$ cat config.mk
export PLATFORM = sky130hd
export DESIGN_NAME = rx_link_buffer
export DESIGN_NICKNAME = d
export VERILOG_FILES = /design/src/rtl/rx_link_pkg.sv /design/src/rtl/rx_flit_fifo.sv /design/src/rtl/rx_link_buffer.sv
export SDC_FILE = /design/constraint.sdc
export NUM_CORES = 1
export LEC_CHECK = 0
export BUFFER_PORTS_ARGS = -buffer_cell sky130_fd_sc_hd__buf_2
export CAP_MARGIN = 20
export CORE_AREA = 2 2 155 157
export CTS_BUF_LIST = sky130_fd_sc_hd__clkbuf_16
export DETAILED_ROUTE_END_ITERATION = 7
export DIE_AREA = 0 0 157 159
export PLACE_DENSITY = 0.69
export SYNTH_ARGS = -nofsm -noshare
export SYNTH_HDL_FRONTEND = slang
export SYNTH_SLANG_ARGS = --single-unit
$ cat constraint.sdc
create_clock -name clock -period 4.45 [get_ports clock]
set_input_delay 0 -clock clock [delete_from_list [all_inputs] [get_ports clock]]
set_output_delay 0 -clock clock [all_outputs]
set_load 0.05 [all_outputs]
$ cat src/rtl/rx_link_pkg.sv
// rtl/rx_link_pkg.sv - shared state encoding and counter width for the rx link buffer
package rx_link_pkg;

  localparam int CRD_CNT_W = 4;

  typedef enum logic [1:0] {
    ST_STOP       = 2'd0,
    ST_ACTIVATE   = 2'd1,
    ST_RUN        = 2'd2,
    ST_DEACTIVATE = 2'd3
  } rx_link_state_e;

endpackage

$ cat src/rtl/rx_flit_fifo.sv
// rtl/rx_flit_fifo.sv - DEPTH x FLIT_W flit store with wrap-around pointers and occupancy
module rx_flit_fifo
  import rx_link_pkg::*;
#(
  parameter int DEPTH  = 4,
  parameter int FLIT_W = 64
) (
  input  logic                 clock,
  input  logic                 reset,
  input  logic                 push,
  input  logic [FLIT_W-1:0]    wdata,
  input  logic                 pop,
  output logic [FLIT_W-1:0]    rdata,
  output logic [CRD_CNT_W-1:0] occupancy,
  output logic                 empty
);

  localparam int PTR_W = (DEPTH > 1) ? $clog2(DEPTH) : 1;

  logic [FLIT_W-1:0]    mem_q [DEPTH];
  logic [PTR_W-1:0]     wr_ptr_q, wr_ptr_d;
  logic [PTR_W-1:0]     rd_ptr_q, rd_ptr_d;
  logic [CRD_CNT_W-1:0] count_q, count_d;
  logic                 do_push, do_pop;

  // Pointers wrap explicitly so non-power-of-two depths work.
  function automatic logic [PTR_W-1:0] ptr_inc(input logic [PTR_W-1:0] p);
    return (p == PTR_W'(DEPTH - 1)) ? '0 : p + PTR_W'(1);
  endfunction

  // Pop only real entries; a push on a full store is allowed only alongside a pop.
  always_comb begin
    do_pop   = pop && (count_q != '0);
    do_push  = push && ((count_q != CRD_CNT_W'(DEPTH)) || do_pop);
    wr_ptr_d = do_push ? ptr_inc(wr_ptr_q) : wr_ptr_q;
    rd_ptr_d = do_pop ? ptr_inc(rd_ptr_q) : rd_ptr_q;
    count_d  = count_q + CRD_CNT_W'(do_push) - CRD_CNT_W'(do_pop);
  end

  // Pointer and occupancy registers.
  always_ff @(posedge clock or posedge reset) begin
    if (reset) begin
      wr_ptr_q <= '0;
      rd_ptr_q <= '0;
      count_q  <= '0;
    end else begin
      wr_ptr_q <= wr_ptr_d;
      rd_ptr_q <= rd_ptr_d;
      count_q  <= count_d;
    end
  end

  // Payload storage needs no reset; emptiness is tracked by count_q.
  always_ff @(posedge clock) begin
    if (do_push) mem_q[wr_ptr_q] <= wdata;
  end

  assign rdata     = mem_q[rd_ptr_q];
  assign occupancy = count_q;
  assign empty     = (count_q == '0);

endmodule

$ cat src/rtl/rx_link_buffer.sv
// rtl/rx_link_buffer.sv - credit-based receive link buffer; optional RX_LINK_BUF_BYPASS_EN same-cycle bypass
module rx_link_buffer
  import rx_link_pkg::*;
#(
  parameter int DEPTH  = 4,
  parameter int FLIT_W = 64
) (
  input  logic                 clock,
  input  logic                 reset,
  input  logic                 link_active_req,
  output logic                 link_active_ack,
  input  logic                 flitv,
  input  logic [FLIT_W-1:0]    flit,
  input  logic                 crd_rtn,
  output logic                 lcrdv,
  output logic                 out_valid,
  output logic [FLIT_W-1:0]    out_flit,
  input  logic                 out_ready,
  output logic [CRD_CNT_W-1:0] crd_outstanding,
  output logic                 overflow_err
);

  localparam logic [CRD_CNT_W:0] DEPTH_SUM = (CRD_CNT_W + 1)'(DEPTH);

  rx_link_state_e       state_q, state_d;
  logic                 ack_q, ack_d;
  logic                 lcrdv_q, lcrdv_d;
  logic                 ovf_q, ovf_d;
  logic [CRD_CNT_W-1:0] crd_q, crd_d;

  logic [CRD_CNT_W-1:0] occ;
  logic                 fifo_empty;
  logic [FLIT_W-1:0]    fifo_rdata;
  logic                 flit_acc, rtn_acc, push, pop;
  logic [CRD_CNT_W:0]   slot_sum;

  // Credit accounting: a grant is counted in the same edge it is driven out,
  // so the occupancy+credits sum never lets more slots be promised than exist.
  always_comb begin
    flit_acc = flitv && (crd_q != '0);
    rtn_acc  = crd_rtn && (state_q == ST_DEACTIVATE) && (crd_q > CRD_CNT_W'(flit_acc));
    slot_sum = {1'b0, occ} + {1'b0, crd_q};
    lcrdv_d  = (state_q == ST_RUN) && link_active_req && (slot_sum < DEPTH_SUM);
    crd_d    = crd_q + CRD_CNT_W'(lcrdv_d) - CRD_CNT_W'(flit_acc) - CRD_CNT_W'(rtn_acc);
    ovf_d    = ovf_q | (flitv && !flit_acc) | (crd_rtn && !rtn_acc);
  end

  // Link state machine; a reactivation request in DEACTIVATE waits for STOP.
  always_comb begin
    state_d = state_q;
    case (state_q)
      ST_STOP:       if (link_active_req) state_d = ST_ACTIVATE;
      ST_ACTIVATE:   state_d = ST_RUN;
      ST_RUN:        if (!link_active_req) state_d = ST_DEACTIVATE;
      ST_DEACTIVATE: if ((crd_q == '0) && !crd_rtn && !flitv) state_d = ST_STOP;
      default:       state_d = ST_STOP;
    endcase
    ack_d = (state_d == ST_RUN) || (state_d == ST_DEACTIVATE);
  end

  // Downstream path; draining continues regardless of link state.
  always_comb begin
`ifdef RX_LINK_BUF_BYPASS_EN
    push      = flit_acc && !(fifo_empty && out_ready);
    out_valid = !fifo_empty || flit_acc;
    out_flit  = fifo_empty ? flit : fifo_rdata;
    pop       = !fifo_empty && out_ready;
`else
    push      = flit_acc;
    out_valid = !fifo_empty;
    out_flit  = fifo_rdata;
    pop       = !fifo_empty && out_ready;
`endif
  end

  // Control registers; reset discards credits immediately with no pulses.
  always_ff @(posedge clock or posedge reset) begin
    if (reset) begin
      state_q <= ST_STOP;
      ack_q   <= 1'b0;
      lcrdv_q <= 1'b0;
      ovf_q   <= 1'b0;
      crd_q   <= '0;
    end else begin
      state_q <= state_d;
      ack_q   <= ack_d;
      lcrdv_q <= lcrdv_d;
      ovf_q   <= ovf_d;
      crd_q   <= crd_d;
    end
  end

  rx_flit_fifo #(
    .DEPTH  (DEPTH),
    .FLIT_W (FLIT_W)
  ) u_fifo (
    .clock     (clock),
    .reset     (reset),
    .push      (push),
    .wdata     (flit),
    .pop       (pop),
    .rdata     (fifo_rdata),
    .occupancy (occ),
    .empty     (fifo_empty)
  );

  assign link_active_ack = ack_q;
  assign lcrdv           = lcrdv_q;
  assign crd_outstanding = crd_q;
  assign overflow_err    = ovf_q;

endmodule

==> impl_metrics.sql <==
INSERT INTO impl_metrics (metric_group, metric, value, unit) VALUES
('layout', 'diodes', '0', ''),
('setup_path', 'worst_r2r_endpoint', 'crd_outstanding[3]', ''),
('floorplanning', 'fp.dieArea', '25000', 'um2'),
('floorplanning', 'initial_core_util', '0.447', ''),
('setup_path', 'slowest_stage', 'sky130_fd_sc_hd__or3b_2', ''),
('setup_path', 'worst-setup-path-type', 'register to register', ''),
('global_route', 'grt_pass1_wl', '30100', 'um'),
('routing', 'drt_pass1_iterations', '4', ''),
('sta', 'worstMarginPinSlew', '1.02', 'ns'),
('sta', 'final.setup_skew', '0.0122', 'ns'),
('job', 'cap_violations', '0', ''),
('pwr', 'switching_part_of_the_total', '0.387', ''),
('routing', 'route.detailed.vias_per_inst', '5.08', ''),
('sta', 'setup-tns-final', '0', 'ns'),
('layout', 'finish.utilization', '0.558', ''),
('setup_path', 'timing.critical_path.to_type', 'register', ''),
('setup_path', 'r2r-start', 'crd_outstanding[2]', ''),
('pwr', 'p_comb_frac', '0.378', ''),
('global_route', 'vias_in_the_first_global_route', '5666', ''),
('setup_path', 'timing.critical_path.arrival', '4.08', 'ns'),
('yosys', 'postSynthNetCount', '527', ''),
('routing', 'detail_route.drc_violations', '0', ''),
('pwr', 'p_clk_frac', '0.225', ''),
('place', 'detailedPlace.worstSlack', '0.916', 'ns'),
('worst_hold_path', 'timing.hold.worst.class', 'input pin to async pin', ''),
('layout', 'proportion_of_layout_cells_with_a_drive_suffix_above_1', '0.380', ''),
('place', 'placed_wire_length_estimate', '10900', 'um'),
('clock_network', 'cts_made_buffers', '27', ''),
('floorplanning', 'die_w', '157', 'um'),
('place', 'finalWeightedCongestion', '0.798', ''),
('routing', 'vias', '5093', ''),
('pwr', 'pwr_density_cell', '742', 'nW/um2'),
('yosys', 'post_synth_num_cell_types', '33', ''),
('sta', 'finalSetupViolCount', '0', ''),
('clock_network', 'post_cts_hold_buffer_count', '71', ''),
('clock_network', 'cts_tree', 'yes', ''),
('clock_network', 'htreeDepth', '1', ''),
('outcome', 'outcome', 'completed', ''),
('setup_path', 'crit_path_cell_trace', 'inv_1, ha_1, or3b_2, nand2_1, inv_1, ha_1, nor2_1, o211ai_1, xor2_1, ha_1, a21oi_1, ha_1, inv_1, ha_1, fa_1, xnor2_1', ''),
('sta', 'hold_viol', '0', ''),
('pwr', 'design_power_total', '9.61', 'mW'),
('layout', 'post_synthesis_to_final_layout_area_growth', '25.0', '%'),
('sta', 'final_worst_path_period_need', '3.64', 'ns'),
('pwr', 'internal_power', '5.89', 'mW'),
('clock_network', 'setup_repair_bufs_after_cts', '0', ''),
('setup_path', 'path_buf_inv', '3', ''),
('routing', 'routed_wire_length_per_instance', '19.3', 'um'),
('setup_path', 'reg2reg_slack', '0.81', 'ns'),
('pwr', 'power.switching', '3.72', 'mW'),
('yosys', 'ys_seq_area_frac', '0.783', ''),
('global_route', 'antenna_found_initial', '0', ''),
('routing', '1st_iter_drt_viols', '324', ''),
('global_route', 'total_global_route_track_usage', '0.156', ''),
('clock_network', 'tritoncts_num_sinks', '273', ''),
('sta', 'fmax', '274', 'MHz'),
('clock_network', 'clk_pin_slew_worst_paths', '0.06', 'ns'),
('layout', 'layout.cell_area.non_filler', '12900', 'um2'),
('routing', 'finalWirelength', '19300', 'um'),
('sta', 'worst_slew_margin_rel', '0.318', ''),
('pwr', 'power.ir.vdd_worst', '351', 'uV'),
('layout', 'layout.cells.most_common', 'sky130_fd_sc_hd__edfxtp_1', ''),
('sta', 'grt_setup_unrepaired', 'no', ''),
('yosys', 'number_of_synthesized_register_bits', '273', ''),
('floorplanning', 'chipHeight', '159', 'um'),
('clock_network', 'ctsResizeCount', '0', ''),
('setup_path', 'crit_path_frequent_cell', 'sky130_fd_sc_hd__ha_1', ''),
('pwr', 'seqPwrFrac', '0.397', ''),
('yosys', 'synthesis.area_per_instance', '23.8', 'um2'),
('place', 'placed_cells', '883', ''),
('layout', 'layout.cells.non_filler', '1003', ''),
('place', 'detailed_place.area', '11400', 'um2');
-- how the worst max path moves through the flow --
stage,endpoint,slack (ns),cells past startpoint
after global routing,crd_outstanding[3],0.64,16
after detailed placement,crd_outstanding[3],0.92,16
final,crd_outstanding[3],0.81,16
after CTS,crd_outstanding[3],0.87,16
after floorplan,crd_outstanding[3],0.96,16
after global placement,crd_outstanding[3],1.14,16
-- worst reg2reg max path: stages (launching register included) --
cell	delay [ns]
sky130_fd_sc_hd__dfrtp_1	0.40
sky130_fd_sc_hd__inv_1	0.11
sky130_fd_sc_hd__ha_1	0.22
sky130_fd_sc_hd__or3b_2	0.49
sky130_fd_sc_hd__nand2_1	0.16
sky130_fd_sc_hd__inv_1	0.06
sky130_fd_sc_hd__ha_1	0.29
sky130_fd_sc_hd__nor2_1	0.07
sky130_fd_sc_hd__o211ai_1	0.25
sky130_fd_sc_hd__xor2_1	0.19
sky130_fd_sc_hd__ha_1	0.18
sky130_fd_sc_hd__a21oi_1	0.05
sky130_fd_sc_hd__ha_1	0.29
sky130_fd_sc_hd__inv_1	0.04
sky130_fd_sc_hd__ha_1	0.20
sky130_fd_sc_hd__fa_1	0.37
sky130_fd_sc_hd__xnor2_1	0.18
-- logic make-up after synthesis --
kind of cell,count (synthesis),share of synthesized area
AND/OR/NAND/NOR,22,0.0144
buffers and inverters,34,0.0174
XOR/XNOR,5,0.00423
AO/OA/AOI/OAI,11,0.00870
multiplexers,68,0.144
adder cells (fa/ha/maj),22,0.0280
flip-flops,273,0.783
-- cells in the mapped netlist --
cell type,number
sky130_fd_sc_hd__fa_1,2
sky130_fd_sc_hd__or3b_2,1
sky130_fd_sc_hd__mux2_4,2
sky130_fd_sc_hd__a221o_2,1
sky130_fd_sc_hd__dfrtp_1,17
sky130_fd_sc_hd__inv_1,20
sky130_fd_sc_hd__nor3_2,1
sky130_fd_sc_hd__edfxtp_1,256
sky130_fd_sc_hd__a21o_1,1
sky130_fd_sc_hd__buf_4,2
sky130_fd_sc_hd__nor4b_1,2
sky130_fd_sc_hd__a31oi_1,1
sky130_fd_sc_hd__a21oi_1,4
sky130_fd_sc_hd__nor3b_2,1
sky130_fd_sc_hd__nand2_1,4
sky130_fd_sc_hd__o22ai_1,1
sky130_fd_sc_hd__nor2_1,5
sky130_fd_sc_hd__or2b_1,1
sky130_fd_sc_hd__and2_2,4
sky130_fd_sc_hd__and2_1,1
sky130_fd_sc_hd__xor2_1,2
sky130_fd_sc_hd__xnor2_1,3
sky130_fd_sc_hd__ha_1,20
sky130_fd_sc_hd__nand2b_4,1
sky130_fd_sc_hd__clkbuf_1,1
sky130_fd_sc_hd__o211ai_1,1
sky130_fd_sc_hd__o21ai_0,1
sky130_fd_sc_hd__buf_6,5
sky130_fd_sc_hd__or3b_1,1
sky130_fd_sc_hd__a311oi_4,1
sky130_fd_sc_hd__mux2_2,2
sky130_fd_sc_hd__buf_2,6
sky130_fd_sc_hd__mux4_2,64
-- state kept, by name (all words and copies together) (netlist names) --
| name | cells |
|---|---|
| u_fifo.mem_q | 256 |
| overflow_err | 1 |
| u_fifo.wr_ptr_q | 2 |
| u_fifo.rd_ptr_q | 2 |
| link_active_ack | 1 |
| state_q | 2 |
| crd_outstanding | 4 |
| u_fifo.occupancy | 4 |
| lcrdv | 1 |
-- cell type report --
cell class                      count  area [um2]
Multi-Input combinational cell    128        2070
Clock buffer                       27         676
Fill cell                        1746       10200
Sequential cell                   273        8120
Clock inverter                     22         176
Inverter                           20        75.1
Timing Repair Buffer              214        1430
Tap cell                          319         399
-- power groups by stage --
stage	Sequential (mW)	Combinational (mW)	Clock, mW
2_1_floorplan	3.66	2.97	0
3_5_place_dp	3.89	3.62	0
5_1_grt	3.90	3.85	2.32
6_report	3.82	3.63	2.16
3_3_place_gp	3.85	3.55	0
4_1_cts	3.84	3.69	2.22
-- routing by layer --
| layer | GRT usage | wire length, um |
|---|---|---|
| met3 | 0.0335 | 1180 |
| met5 | 0 | 0 |
| met4 | 0.0329 | 339 |
| met1 | 0.200 | 7930 |
| met2 | 0.275 | 9870 |
(Power assumes the default switching activity.)
